**src/rtl/btn_cond_pkg.sv**
```systemverilog
// Shared constants for the button conditioner.
// Register map and debounce counter sizing.
package btn_cond_pkg;

  localparam logic ADDR_LEVEL = 1'b0;
  localparam logic ADDR_EVENT = 1'b1;

  function automatic int cnt_width(input int n);
    return ($clog2(n) < 1) ? 1 : $clog2(n);
  endfunction

endpackage

```
**src/rtl/btn_cond_channel.sv**
```systemverilog
// One conditioning lane: synchroniser,
// debouncer and edge detector for one input.
module btn_cond_channel
  import btn_cond_pkg::*;
#(
  parameter int SYNC_STAGES = 2,
  parameter int DB_CYCLES   = 100000
) (
  input  logic clk_i,
  input  logic rst_i,
  input  logic i_btn,
  output logic o_level,
  output logic o_rise,
  output logic o_fall
);

  localparam int CW = cnt_width(DB_CYCLES);
  localparam logic [CW-1:0] CMAX = CW'(DB_CYCLES - 1);

  logic [SYNC_STAGES-1:0] r_sync;
  logic [CW-1:0]          r_cnt;
  logic                   r_stable;
  logic                   r_prev;
  logic                   w_s;

  assign w_s = r_sync[SYNC_STAGES-1];

  always_ff @(posedge clk_i or negedge rst_i) begin
    if (!rst_i) begin
      r_sync <= '0;
    end else begin
      r_sync <= {r_sync[SYNC_STAGES-2:0], i_btn};
    end
  end

  // A new level must persist DB_CYCLES cycles before it is accepted
  always_ff @(posedge clk_i or negedge rst_i) begin
    if (!rst_i) begin
      r_stable <= 1'b0;
      r_cnt    <= '0;
    end else if (w_s == r_stable) begin
      r_cnt    <= '0;
    end else if (r_cnt == CMAX) begin
      r_stable <= w_s;
      r_cnt    <= '0;
    end else begin
      r_cnt    <= r_cnt + 1'b1;
    end
  end

  always_ff @(posedge clk_i or negedge rst_i) begin
    if (!rst_i) begin
      r_prev <= 1'b0;
    end else begin
      r_prev <= r_stable;
    end
  end

  assign o_level = r_stable;
  assign o_rise  = r_stable & ~r_prev;
  assign o_fall  = ~r_stable & r_prev;

endmodule

```
**src/rtl/module_btn_conditioner.sv**
```systemverilog
// N-channel button conditioner with sticky
// rise-event flags on a small bus slave.
module module_btn_conditioner
  import btn_cond_pkg::*;
#(
  parameter int N_CH        = 5,
  parameter int SYNC_STAGES = 2,
  parameter int DB_CYCLES   = 100000
) (
  input  logic            clk_i,
  input  logic            rst_i,
  input  logic [N_CH-1:0] btn_i,
  output logic [N_CH-1:0] level_o,
  output logic [N_CH-1:0] rise_o,
  output logic [N_CH-1:0] fall_o,
  input  logic            we_i,
  input  logic            addr_i,
  input  logic [31:0]     wdata_i,
  output logic [31:0]     rdata_o,
  output logic            irq_o
);

  logic [N_CH-1:0] r_event;
  logic [N_CH-1:0] w_clr;
  logic            w_unused_wdata;

  for (genvar g = 0; g < N_CH; g++) begin : g_ch
    btn_cond_channel #(
      .SYNC_STAGES(SYNC_STAGES),
      .DB_CYCLES  (DB_CYCLES)
    ) u_ch (
      .clk_i  (clk_i),
      .rst_i  (rst_i),
      .i_btn  (btn_i[g]),
      .o_level(level_o[g]),
      .o_rise (rise_o[g]),
      .o_fall (fall_o[g])
    );
  end

  assign w_unused_wdata = ^wdata_i;

  assign w_clr = (we_i && addr_i == ADDR_EVENT)
               ? wdata_i[N_CH-1:0] : '0;

  // A rise in the same cycle as its clear keeps the flag set
  always_ff @(posedge clk_i or negedge rst_i) begin
    if (!rst_i) begin
      r_event <= '0;
    end else begin
      r_event <= (r_event & ~w_clr) | rise_o;
    end
  end

  assign rdata_o = (addr_i == ADDR_EVENT)
                 ? 32'(r_event) : 32'(level_o);
  assign irq_o   = |r_event;

endmodule

```
**config.mk**
```make
export PLATFORM = sky130hd
export DESIGN_NAME = module_btn_conditioner
export DESIGN_NICKNAME = d
export VERILOG_FILES = /design/src/rtl/btn_cond_pkg.sv /design/src/rtl/btn_cond_channel.sv /design/src/rtl/module_btn_conditioner.sv
export SDC_FILE = /design/constraint.sdc
export NUM_CORES = 1
export LEC_CHECK = 0
export BUFFER_PORTS_ARGS = -buffer_cell sky130_fd_sc_hd__buf_2
export CAP_MARGIN = 40
export CORE_MARGIN = 10
export CORE_UTILIZATION = 40
export CTS_CLUSTER_DIAMETER = 50
export DETAILED_ROUTE_END_ITERATION = 12
export PLACE_DENSITY = 0.67
export SLEW_MARGIN = 20
export SYNTH_ARGS = -nofsm -noshare
export SYNTH_HDL_FRONTEND = slang
export SYNTH_SLANG_ARGS = --single-unit
```
**constraint.sdc**
```tcl
create_clock -name clk_i -period 2 [get_ports clk_i]
set_input_delay 0.5 -clock clk_i [delete_from_list [all_inputs] [get_ports clk_i]]
set_output_delay 0.5 -clock clk_i [all_outputs]
set_load 0.02 [all_outputs]
```
==> summary.md, run 1 <==
| Metric | Value |
|---|---|
| DRC violations left | `0` |
| Top cells by area, synth | `dfrtp_1 (50%), xnor2_1 (8.6%), nor2_1 (5.8%)` |
| Minimum clock period | `1.852 ns` |
| Post-CTS Hold Fix Bufs | `0` |
| Chip Height | `137.0 µm` |
| Most used DFF post-synth | `dfrtp_1` |
| Layout Skew | `0.005463 ns` |
| Relative slew slack | `64.02%` |
| Final hold vios | `0` |
| DR iter-0 viols | `165` |
| Yosys reg bits | `110` |
| Hpwl dp | `7536 µm` |
| Width of the die | `137.0 µm` |
| Final WL | `10310 µm` |
| CP delay by family, top | `flip-flops` |
| # fillers | `1265` |
| Mapped Cells | `547` |
| Worst Hold Class | `in2async` |
| Final setup viols | `0` |
| Vias in the first global route | `3786` |
| Largest driver fanout on the critical path | `7` |
| Layout cells sized above 1 | `13.33%` |
| Clock latency on the worst-skew pair | `0.35 ns` |
| CTS buffer count | `9` |
| Worst setup SP type | `flop` |
| Die Area | `0.01876 mm²` |
| CTS resizes | `0` |
| Post-synth top cells | `dfrtp_1 (110), nor2_1 (85), xnor2_1 (54)` |
| Routed vias | `3744` |
| I/O pins | `89` |
| Via density per instance | `4.920` |
| Routed length per instance | `13.54 µm` |
| Post-Syn Area per Cell | `10.01 µm²` |
| Worst path required time | `1.50 ns` |
| Root Driver | `clkbuf_16` |
| Pleak | `2.599 nW` |
| Clock Path Buffers | `2` |
| Max H-tree Level | `3` |
| Max VDD drop | `0.7276 mV` |
| Layout area overhead | `10.61%` |
| First-pass GRT wire length | `17820 µm` |
| Largest net degree at the start of global routing | `40` |
| Max_cap viols | `0` |
| Initial Util | `41.01%` |
| Status | `completed` |
| Final TNS setup | `0 ns` |
| Post-synthesis sequential area ratio | `50.29%` |
| Endpoint class of the critical path | `output port` |
| TritonCTS clock tree | `done` |
| Drt pass-1 iters | `4` |
| Synth Cell Area | `0.005474 mm²` |
| Crit-path max cell delay | `0.46 ns` |
| Post-synth EDFFs | `0` |
| Distinct cells, synth | `40` |
| Initial antenna violation count | `0` |
| Most frequent cell after synthesis | `dfrtp_1` |
| Worst Path Class, Setup | `reg2out` |
| Fmax | `0.5399 GHz` |
| Nets | `626` |
| Yosys warnings | `0` |
| Worst Tran Pin Value | `0.5397 ns` |
| Total Routing Usage GR | `11.66%` |
| FFs w/ async S/R, synth | `100.0%` |
| Pwr dens | `721.0 mW/mm²` |
| Max Transition Viols Final | `0` |
| Buf+Inv Stages, Crit Path | `1` |
| Cell taking the most area after synthesis | `dfrtp_1` |
| Post-route ant nets | `0` |
| Crit path arrival time | `1.35 ns` |
| Post-CTS setup buffer count | `0` |
| RSZ-0062 raised after global routing | `no` |
| # rows | `42` |
| Period utilization | `92.60%` |
| Core Box Area | `0.01335 mm²` |
| Number of diodes | `0` |
| Worst-path clk slew | `0.08 ns` |
| Crit-path cells | `nor2b_1 > buf_2` |
| Routability cong. | `0.8749` |
| Overflow after GRT | `0` |
| Worst path slowest cell | `dfrtp_1` |
| Number of port buffers | `34` |
| Tot Pwr | `4.365 mW` |
| Top cell type's share of synthesized area | `50.29%` |
| Sink Count | `110` |
[routing by layer]
metal	share of wire [%]	track usage, %
met1	45	13.98
met2	48	19.30
met3	5.4	4.032
met4	1.3	3.513
met5	0	0
[placed cells by master (no fill, tap or decap), types with 2 or more instances in the layout]
cell type / netlist / routed
nand2_1: 30 / 30
a21o_1: 5 / 5
inv_1: 16 / 16
buf_12: 0 / 3
or3_1: 9 / 9
a21oi_1: 8 / 8
o31ai_1: 2 / 2
xnor2_1: 54 / 54
ha_1: 5 / 5
nor4b_1: 2 / 2
o21ai_0: 4 / 4
inv_8: 0 / 2
mux2_2: 10 / 10
conb_1: 1 / 27
nor2b_1: 10 / 10
or4_1: 3 / 3
and4_1: 5 / 5
and3_1: 2 / 2
nor4_1: 21 / 21
nand4_1: 23 / 23
nor3_1: 23 / 23
buf_4: 42 / 12
nand3_1: 31 / 31
nor4bb_1: 6 / 6
nor2_1: 85 / 85
dfrtp_1: 110 / 110
buf_2: 4 / 33
xor2_1: 18 / 18
clkbuf_16: 0 / 9
[worst paths after layout]
| kind | start | to | slack, ns | depth (start not counted) |
|---|---|---|---|---|
| setup / recovery | g_ch[0].u_ch.o_level$_DFFE_PN0P_ | rise_o[0] | 0.15 | 2 |
| hold / removal | rst_i | r_event[3]$_DFF_PN0_ | 0.13 | 1 |
| min in group clk_i | btn_i[1] | g_ch[1].u_ch.r_sync[0]$_DFF_PN0_ | 0.25 | 1 |
| hold reg to reg | g_ch[1].u_ch.r_sync[0]$_DFF_PN0_ | g_ch[1].u_ch.r_sync[1]$_DFF_PN0_ | 0.35 | 0 |
| max in group asynchronous | rst_i | g_ch[2].u_ch.r_cnt[9]$_DFF_PN0_ | 1.34 | 2 |
| setup reg to reg | g_ch[2].u_ch.r_cnt[0]$_DFF_PN0_ | g_ch[2].u_ch.r_cnt[16]$_DFF_PN0_ | 0.21 | 5 |
[logic make-up after synthesis]
family | share of synthesized area (%)
buf+inv | 7.657
compound gates | 3.086
mux | 2.057
flops | 50.29
other cells | 0.06851
fa+ha+maj | 1.143
simple gates | 24.18
xor+xnor | 11.52
[state kept, by name (all words and copies together) (netlist names)]
| name | count |
|---|---|
| g_ch.u_ch.o_level | 5 |
| g_ch.u_ch.r_cnt | 85 |
| g_ch.u_ch.r_prev | 5 |
| g_ch.u_ch.r_sync | 10 |
| r_event | 5 |
[power by group]
part | switching (mW) | leakage [nW] | internal [mW]
registers | 0.0333 | 1.50 | 2.26
clock network | 0.859 | 0.147 | 0.997
logic | 0.156 | 0.951 | 0.0637
total | 1.05 | 2.60 | 3.32
[layout make-up]
class	count	area, µm²	share of cell area [%]
inverter	16	60.06	0.9919
multi-input combinational	395	2400	39.64
tap	176	220.2	3.637
clock inverter	6	77.57	1.281
timing repair buffer	48	315.3	5.208
sequential	110	2753	45.46
clock buffer	10	229.0	3.782
[stage by stage]
stage | utilization [%] | setup WS (ns) | std cells | hold WS (ns) | cell area, µm²
floorplan | - | 0.2885 | 573 | 0.2044 | 5572
global placement | 43.06 | 0.2440 | 745 | 0.3343 | 5748
detailed placement | 43.06 | 0.2263 | 745 | 0.3347 | 5748
CTS | 45.36 | 0.08758 | 761 | 0.1413 | 6055
global route | 45.36 | 0.03799 | 761 | 0.1670 | 6055
finish | 45.36 | 0.1479 | 761 | 0.1350 | 6055
(Power assumes the default switching activity.)
==> run 2: changes to the inputs <==
--- a/config.mk
+++ b/config.mk
@@ -8,10 +8,10 @@
 export BUFFER_PORTS_ARGS = -buffer_cell sky130_fd_sc_hd__buf_2
 export CAP_MARGIN = 40
 export CORE_MARGIN = 10
-export CORE_UTILIZATION = 40
+export CORE_UTILIZATION = 51
 export CTS_CLUSTER_DIAMETER = 50
 export DETAILED_ROUTE_END_ITERATION = 12
-export PLACE_DENSITY = 0.67
+export PLACE_DENSITY = 0.8
 export SLEW_MARGIN = 20
 export SYNTH_ARGS = -nofsm -noshare
 export SYNTH_HDL_FRONTEND = slang
==> run 2 against run 1 <==
  * Hold slack better by 0.092 ns
  * Global-route usage is 2.5 points higher
  * Largest cell class unchanged
  * Non-clock buffer count stayed put
  * Die area is 19% lower
==> summary.md, run 2 (synthesis gave the netlist of run 1 again) <==
| Metric | Value |
|---|---|
| Final setup viols | `0 (unchanged)` |
| Most common cell after layout, fill and taps aside | `dfrtp_1 (unchanged)` |
| I/O pins | `89 (unchanged)` |
| Final hold vios | `0 (unchanged)` |
| Post-route ant nets | `0 (unchanged)` |
| Final Util | `56.67% (was 45.36%)` |
| Vias in the first global route | `3760 (was 3786)` |
| DR iter-0 viols | `256 (was 165)` |
| Crit-path cells | `nor2b_2 > buf_2 (was nor2b_1 > buf_2)` |
| Die Area | `0.01528 mm² (was 0.01876 mm²)` |
| Overflow after GRT | `0 (unchanged)` |
| Tot Pwr | `3.796 mW (was 4.365 mW)` |
| Pleak | `2.531 nW (was 2.599 nW)` |
| Worst Reg2Reg Path Length in Cells | `4 (was 5)` |
| Final TNS setup | `0 ns (unchanged)` |
| Initial Util | `52.79% (was 41.01%)` |
| Largest Register | `g_ch.u_ch.r_cnt (unchanged)` |
| DRC violations left | `0 (unchanged)` |
| Via density per instance | `5.322 (was 4.920)` |
| Routed length per instance | `14.42 µm (was 13.54 µm)` |
| Hold Path Origin | `btn_i[4]` |
| Initial antenna violation count | `0 (unchanged)` |
| Period utilization | `92.84% (was 92.60%)` |
| CTS buffer count | `9 (unchanged)` |
| RSZ-0062 raised after global routing | `no (unchanged)` |
| FF-to-FF Start | `g_ch[3].u_ch.r_cnt[5]$_DFF_PN0_ (was g_ch[2].u_ch.r_cnt[0]$_DFF_PN0_)` |
| Max VDD drop | `0.4475 mV (was 0.7276 mV)` |
| Grt met3 use | `3.846% (was 4.032%)` |
| Routability cong. | `0.8656 (was 0.8749)` |
| Largest register FFs | `85 (unchanged)` |
| Minimum clock period | `1.857 ns (was 1.852 ns)` |
| Worst setup SP type | `flop (unchanged)` |
| Buf+Inv Stages, Crit Path | `1 (unchanged)` |
| Number of port buffers | `34 (unchanged)` |
| Worst Path Class, Setup | `reg2out (unchanged)` |
| Core Box Area | `0.01037 mm² (was 0.01335 mm²)` |
| Hold Path Depth | `1` |
| Largest net degree at the start of global routing | `38 (was 40)` |
| # fillers | `910 (was 1265)` |
| Worst path slowest cell | `dfrtp_1 (unchanged)` |
| Layout Skew | `0.009033 ns (was 0.005463 ns)` |
| Width of the die | `123.6 µm (was 137.0 µm)` |
| Most frequent cells in the layout | `dfrtp_1 (110), nor2_1 (85), xnor2_1 (54) (unchanged)` |
| Chip Height | `123.6 µm (was 137.0 µm)` |
| Pwr dens | `645.9 mW/mm² (was 721.0 mW/mm²)` |
| Worst Hold Class | `in2reg (was in2async)` |
| Drt pass-1 iters | `4 (unchanged)` |
| # rows | `37 (was 42)` |
| Max_cap viols | `0 (unchanged)` |
| Area of the multi-input gates | `0.002405 mm² (was 0.002400 mm²)` |
| Layout area overhead | `7.360% (was 10.61%)` |
| Largest driver fanout on the critical path | `7 (unchanged)` |
| Critical Path Source | `g_ch[0].u_ch.o_level$_DFFE_PN0P_ (unchanged)` |
| Busiest grt layer | `met2 (unchanged)` |
| Max H-tree Level | `3 (unchanged)` |
| Hpwl dp | `7613 µm (was 7536 µm)` |
| R2R Setup Slk | `0.17 ns (was 0.21 ns)` |
| Clock Path Buffers | `2 (unchanged)` |
| Top Registers | `g_ch.u_ch.r_cnt (85), g_ch.u_ch.r_sync (10) (unchanged)` |
| TritonCTS clock tree | `done (unchanged)` |
| Max Transition Viols Final | `0 (unchanged)` |
| Sink Count | `110 (unchanged)` |
| Worst-path clk slew | `0.09 ns (was 0.08 ns)` |
| CP delay by family, top | `flip-flops (unchanged)` |
| Total Routing Usage GR | `14.13% (was 11.66%)` |
| Met2 Usage GRT | `23.34% (was 19.30%)` |
| Nets | `626 (unchanged)` |
| Root Driver | `clkbuf_8 (was clkbuf_16)` |
| Crit-path max cell delay | `0.50 ns (was 0.46 ns)` |
| First-pass GRT wire length | `17660 µm (was 17820 µm)` |
| Status | `completed (unchanged)` |
| Fmax | `0.5386 GHz (was 0.5399 GHz)` |
| Clock latency on the worst-skew pair | `0.37 ns (was 0.35 ns)` |
| Crit path arrival time | `1.36 ns (was 1.35 ns)` |
| Post-CTS setup buffer count | `0 (unchanged)` |
| Worst path required time | `1.50 ns (about the same)` |
| Global-route met1 utilization | `17.22% (was 13.98%)` |
| Final WL | `10400 µm (was 10310 µm)` |
| Endpoint class of the critical path | `output port (unchanged)` |
| Routed vias | `3837 (was 3744)` |
| WP depth | `2 (unchanged)` |
| Number of diodes | `0 (unchanged)` |
| Layout cells sized above 1 | `12.99% (was 13.33%)` |
| FF+latch area | `0.002753 mm² (unchanged)` |
-- run 2: cell count changes in the layout (fill, tap and decap cells not counted), sizes merged --
cell	previous run	this run
inv	19	16
dlygate4sd3	0	1
buf	48	47
clkinvlp	1	2
clkbuf	10	13
clkinv	1	0
-- run 2: area by class of cell --
cell class	count	share of cell area, %
repair buffers	48	5.195
multi-input cells	395	40.92
flip-flops and latches	110	46.84
well taps	136	2.895
clock buffers	13	2.363
clock inverters	3	0.7664
inverters	16	1.022
-- run 2: repair_timing --
| action | CTS | global route |
|---|---|---|
| setup endpoints to repair | 0 | 2 |
| endpoints found under the hold margin | 16 | 0 |
| gates resized for setup | 0 | 2 |
| hold buffers | 1 | 0 |
-- run 2: per-layer routing --
metal | wire, µm | share of wire, %
met1 | 4477 | 43
met2 | 5142 | 49
met3 | 622 | 6.0
met5 | 0 | 0
met4 | 158 | 1.5
-- run 2: worst paths after layout --
check | to
max | rise_o[0]
min | g_ch[4].u_ch.r_sync[0]$_DFF_PN0_
max reg2reg | g_ch[3].u_ch.r_cnt[15]$_DFF_PN0_
min reg2reg | g_ch[0].u_ch.r_sync[1]$_DFF_PN0_
max in group asynchronous | g_ch[4].u_ch.r_cnt[16]$_DFF_PN0_
min in group asynchronous | g_ch[1].u_ch.r_cnt[3]$_DFF_PN0_
-- run 2: per-stage QoR --
stage	worst slack [ns]	std cells	hold WS (ns)	area, µm²
floorplan	0.2885	573	0.2044	5572
global placement	0.2448	704	0.3339	5678
detailed placement	0.2180	704	0.3347	5678
CTS	0.005258	721	0.2107	5872
global route	0.03732	721	0.2112	5877
finish	0.1432	721	0.2267	5877
-- run 2: power by group --
part,internal [mW],leakage [nW],switching [mW]
sequential,2.26,1.50,0.0336
clock,0.582,0.0839,0.706
combinational,0.0626,0.946,0.155
==> run 3: changes to the inputs <==
--- a/config.mk
+++ b/config.mk
@@ -6,7 +6,7 @@
 export NUM_CORES = 1
 export LEC_CHECK = 0
 export BUFFER_PORTS_ARGS = -buffer_cell sky130_fd_sc_hd__buf_2
-export CAP_MARGIN = 40
+export CAP_MARGIN = 20
 export CORE_MARGIN = 10
 export CORE_UTILIZATION = 51
 export CTS_CLUSTER_DIAMETER = 50
==> constraint.sdc (replaced) <==
create_clock -name clk_i -period 2 [get_ports clk_i]
set_input_delay 0.5 -clock clk_i [delete_from_list [all_inputs] [get_ports clk_i]]
set_output_delay 0.5 -clock clk_i [all_outputs]
set_load 0.01 [all_outputs]
==> run 3 against run 2 <==
  * Non-clock buffer count is 1 lower
  * Sequential power hardly changed
  * Power up 0.44%
  * Global-route usage up 0.21 points
  * Critical path type unchanged
  * Largest cell class unchanged
  * Highest routed layer unchanged
==> summary.md, run 3 (synthesis gave the netlist of run 1 again) <==
| Metric | Value |
|---|---|
| Status | `completed (unchanged)` |
| Layout cells sized above 1 | `12.54% (was 12.99%)` |
| Switching share of power | `22.51% (was 23.57%)` |
| CTS buffer count | `9 (unchanged)` |
| Core Box Area | `0.01037 mm² (unchanged)` |
| Worst path required time | `1.50 ns (about the same)` |
| Grt met3 use | `3.167% (was 3.846%)` |
| Routability cong. | `0.8690 (was 0.8656)` |
| Post-route ant nets | `0 (unchanged)` |
| Clock latency on the worst-skew pair | `0.38 ns (was 0.37 ns)` |
| Root Driver | `clkbuf_8 (unchanged)` |
| Overflow after GRT | `0 (unchanged)` |
| Largest net degree at the start of global routing | `47 (was 38)` |
| Clock Path Buffers | `2 (unchanged)` |
| Logic gate share of total power | `5.1% (was 5.7%)` |
| Minimum clock period | `1.894 ns (was 1.857 ns)` |
| Pleak | `2.538 nW (was 2.531 nW)` |
| Busiest grt layer | `met2 (unchanged)` |
| Top Registers | `g_ch.u_ch.r_cnt (85), g_ch.u_ch.r_sync (10) (unchanged)` |
| Relative slew slack | `65.00%` |
| Max_cap viols | `0 (unchanged)` |
| Hold Path Origin | `btn_i[4] (unchanged)` |
| Max VDD drop | `0.5543 mV (was 0.4475 mV)` |
| Final setup viols | `0 (unchanged)` |
| Layout Skew | `0.008635 ns (was 0.009033 ns)` |
| DP Area | `0.005670 mm² (was 0.005678 mm²)` |
| Fmax | `0.5279 GHz (was 0.5386 GHz)` |
| Chip Height | `123.6 µm (unchanged)` |
| Endpoint class of the critical path | `output port (unchanged)` |
| Post-Place Cells | `703 (was 704)` |
| R2R Setup Slk | `0.16 ns (was 0.17 ns)` |
| Sink Count | `110 (unchanged)` |
| FF-to-FF Start | `g_ch[2].u_ch.r_cnt[0]$_DFF_PN0_ (was g_ch[3].u_ch.r_cnt[5]$_DFF_PN0_)` |
| Largest Register | `g_ch.u_ch.r_cnt (unchanged)` |
| Initial antenna violation count | `0 (unchanged)` |
| First-pass GRT wire length | `17990 µm (was 17660 µm)` |
| Final hold vios | `0 (unchanged)` |
| Clock network power share | `34.8% (was 33.9%)` |
| I/O pins | `89 (unchanged)` |
| DR iter-0 viols | `158 (was 256)` |
| Hold_ws | `0.2289 ns (was 0.2267 ns)` |
| Routed vias | `3873 (was 3837)` |
| Met2 Usage GRT | `23.28% (was 23.34%)` |
| Largest register FFs | `85 (unchanged)` |
| Worst Hold Class | `in2reg (unchanged)` |
| Most frequent cells in the layout | `dfrtp_1 (110), nor2_1 (85), xnor2_1 (54) (unchanged)` |
| Crit path arrival time | `1.39 ns (was 1.36 ns)` |
| TritonCTS clock tree | `done (unchanged)` |
| Final Util | `56.60% (was 56.67%)` |
| Number of diodes | `0 (unchanged)` |
| CTS resizes | `0 (unchanged)` |
| Largest driver fanout on the critical path | `7 (unchanged)` |
| P_sw | `0.8584 mW (was 0.8946 mW)` |
| Worst-path clk slew | `0.09 ns (about the same)` |
| Final WL | `10420 µm (was 10400 µm)` |
| Drt pass-1 iters | `4 (unchanged)` |
| Max Transition Viols Final | `0 (unchanged)` |
| RSZ-0062 raised after global routing | `no (unchanged)` |
| Pwr dens | `649.6 mW/mm² (was 645.9 mW/mm²)` |
| Width of the die | `123.6 µm (unchanged)` |
| Total Routing Usage GR | `14.34% (was 14.13%)` |
| Final Non-Filler Cells | `718 (was 721)` |
| Die Area | `0.01528 mm² (unchanged)` |
| Worst setup SP type | `flop (unchanged)` |
| Global-route met1 utilization | `18.27% (was 17.22%)` |
| Min-Delay Endpoint | `g_ch[4].u_ch.r_sync[0]$_DFF_PN0_ (unchanged)` |
| Nets | `625 (was 626)` |
| Seq pwr share | `60.1% (was 60.3%)` |
| Most common cell after layout, fill and taps aside | `dfrtp_1 (unchanged)` |
| Routed length per instance | `14.51 µm (was 14.42 µm)` |
| Max H-tree Level | `3 (unchanged)` |
| Reg-to-Reg End | `g_ch[2].u_ch.r_cnt[16]$_DFF_PN0_ (was g_ch[3].u_ch.r_cnt[15]$_DFF_PN0_)` |
| Worst Reg2Reg Path Length in Cells | `5 (was 4)` |
| Final TNS setup | `0 ns (unchanged)` |
| Hpwl dp | `7716 µm (was 7613 µm)` |
| Worst Path Class, Setup | `reg2out (unchanged)` |
| Layout area overhead | `7.223% (was 7.360%)` |
| Via density per instance | `5.394 (was 5.322)` |
| Post-Layout Inst Area | `0.005869 mm² (was 0.005877 mm²)` |
| Hold Path Depth | `1 (unchanged)` |
| # rows | `37 (unchanged)` |
| Period utilization | `94.72% (was 92.84%)` |
| DRC violations left | `0 (unchanged)` |
| Internal power | `2.954 mW (was 2.901 mW)` |
| Initial Util | `52.79% (unchanged)` |
| Number of port buffers | `34 (unchanged)` |
| Worst Tran Pin Value | `0.5237 ns` |
| Vias in the first global route | `3872 (was 3760)` |
[run 3: what timing repair did]
action / in CTS / in global routing
hold buffers: 1 / 0
buffers inserted: 0 / 0
hold endpoints to repair: 3 / 0
[run 3: power groups by stage]
stage               clock, mW  combinational (mW)  sequential (mW)
floorplan                   0               0.144             2.32
global placement            0               0.188             2.33
detailed placement          0               0.194             2.33
CTS                      1.36               0.196             2.29
global route             1.44               0.224             2.30
finish                   1.33               0.196             2.29
[run 3: worst max path at each step]
stage                                        to  cells past startpoint                              from
3_5_place_dp   g_ch[2].u_ch.r_cnt[16]$_DFF_PN0_                      5   g_ch[2].u_ch.r_cnt[0]$_DFF_PN0_
6_report                              rise_o[3]                      2  g_ch[3].u_ch.o_level$_DFFE_PN0P_
5_1_grt                               rise_o[3]                      2  g_ch[3].u_ch.o_level$_DFFE_PN0P_
2_1_floorplan  g_ch[4].u_ch.r_cnt[16]$_DFF_PN0_                      5   g_ch[4].u_ch.r_cnt[0]$_DFF_PN0_
4_1_cts                               rise_o[3]                      2  g_ch[3].u_ch.o_level$_DFFE_PN0P_
3_3_place_gp   g_ch[2].u_ch.r_cnt[16]$_DFF_PN0_                      5   g_ch[2].u_ch.r_cnt[0]$_DFF_PN0_
[run 3: cell type report]
class	count	area (µm²)
flip-flops and latches	110	2753
clock buffers	13	158.9
fillers	897	4501
inverters	16	60.06
multi-input cells	395	2400
repair buffers	47	297.8
clock inverters	1	30.03
well taps	136	170.2
[run 3: stage by stage]
stage / worst slack [ns] / power (mW)
after floorplan: 0.2885 / 2.469
after global placement: 0.2473 / 2.521
after detailed placement: 0.1856 / 2.528
after CTS: 0.05277 / 3.846
after global routing: 0.01913 / 3.960
final: 0.1056 / 3.813
[run 3: metal layers]
metal  wire, µm  part of all wire, %
met4        176                  1.7
met3        527                  5.1
met5          0                    0
met2       5090                   49
met1       4625                   44
[run 3: critical path, cell delays in order (launching register included)]
cell and delay (ns):
dfrtp_1 0.50, nor2b_1 0.33, buf_2 0.20
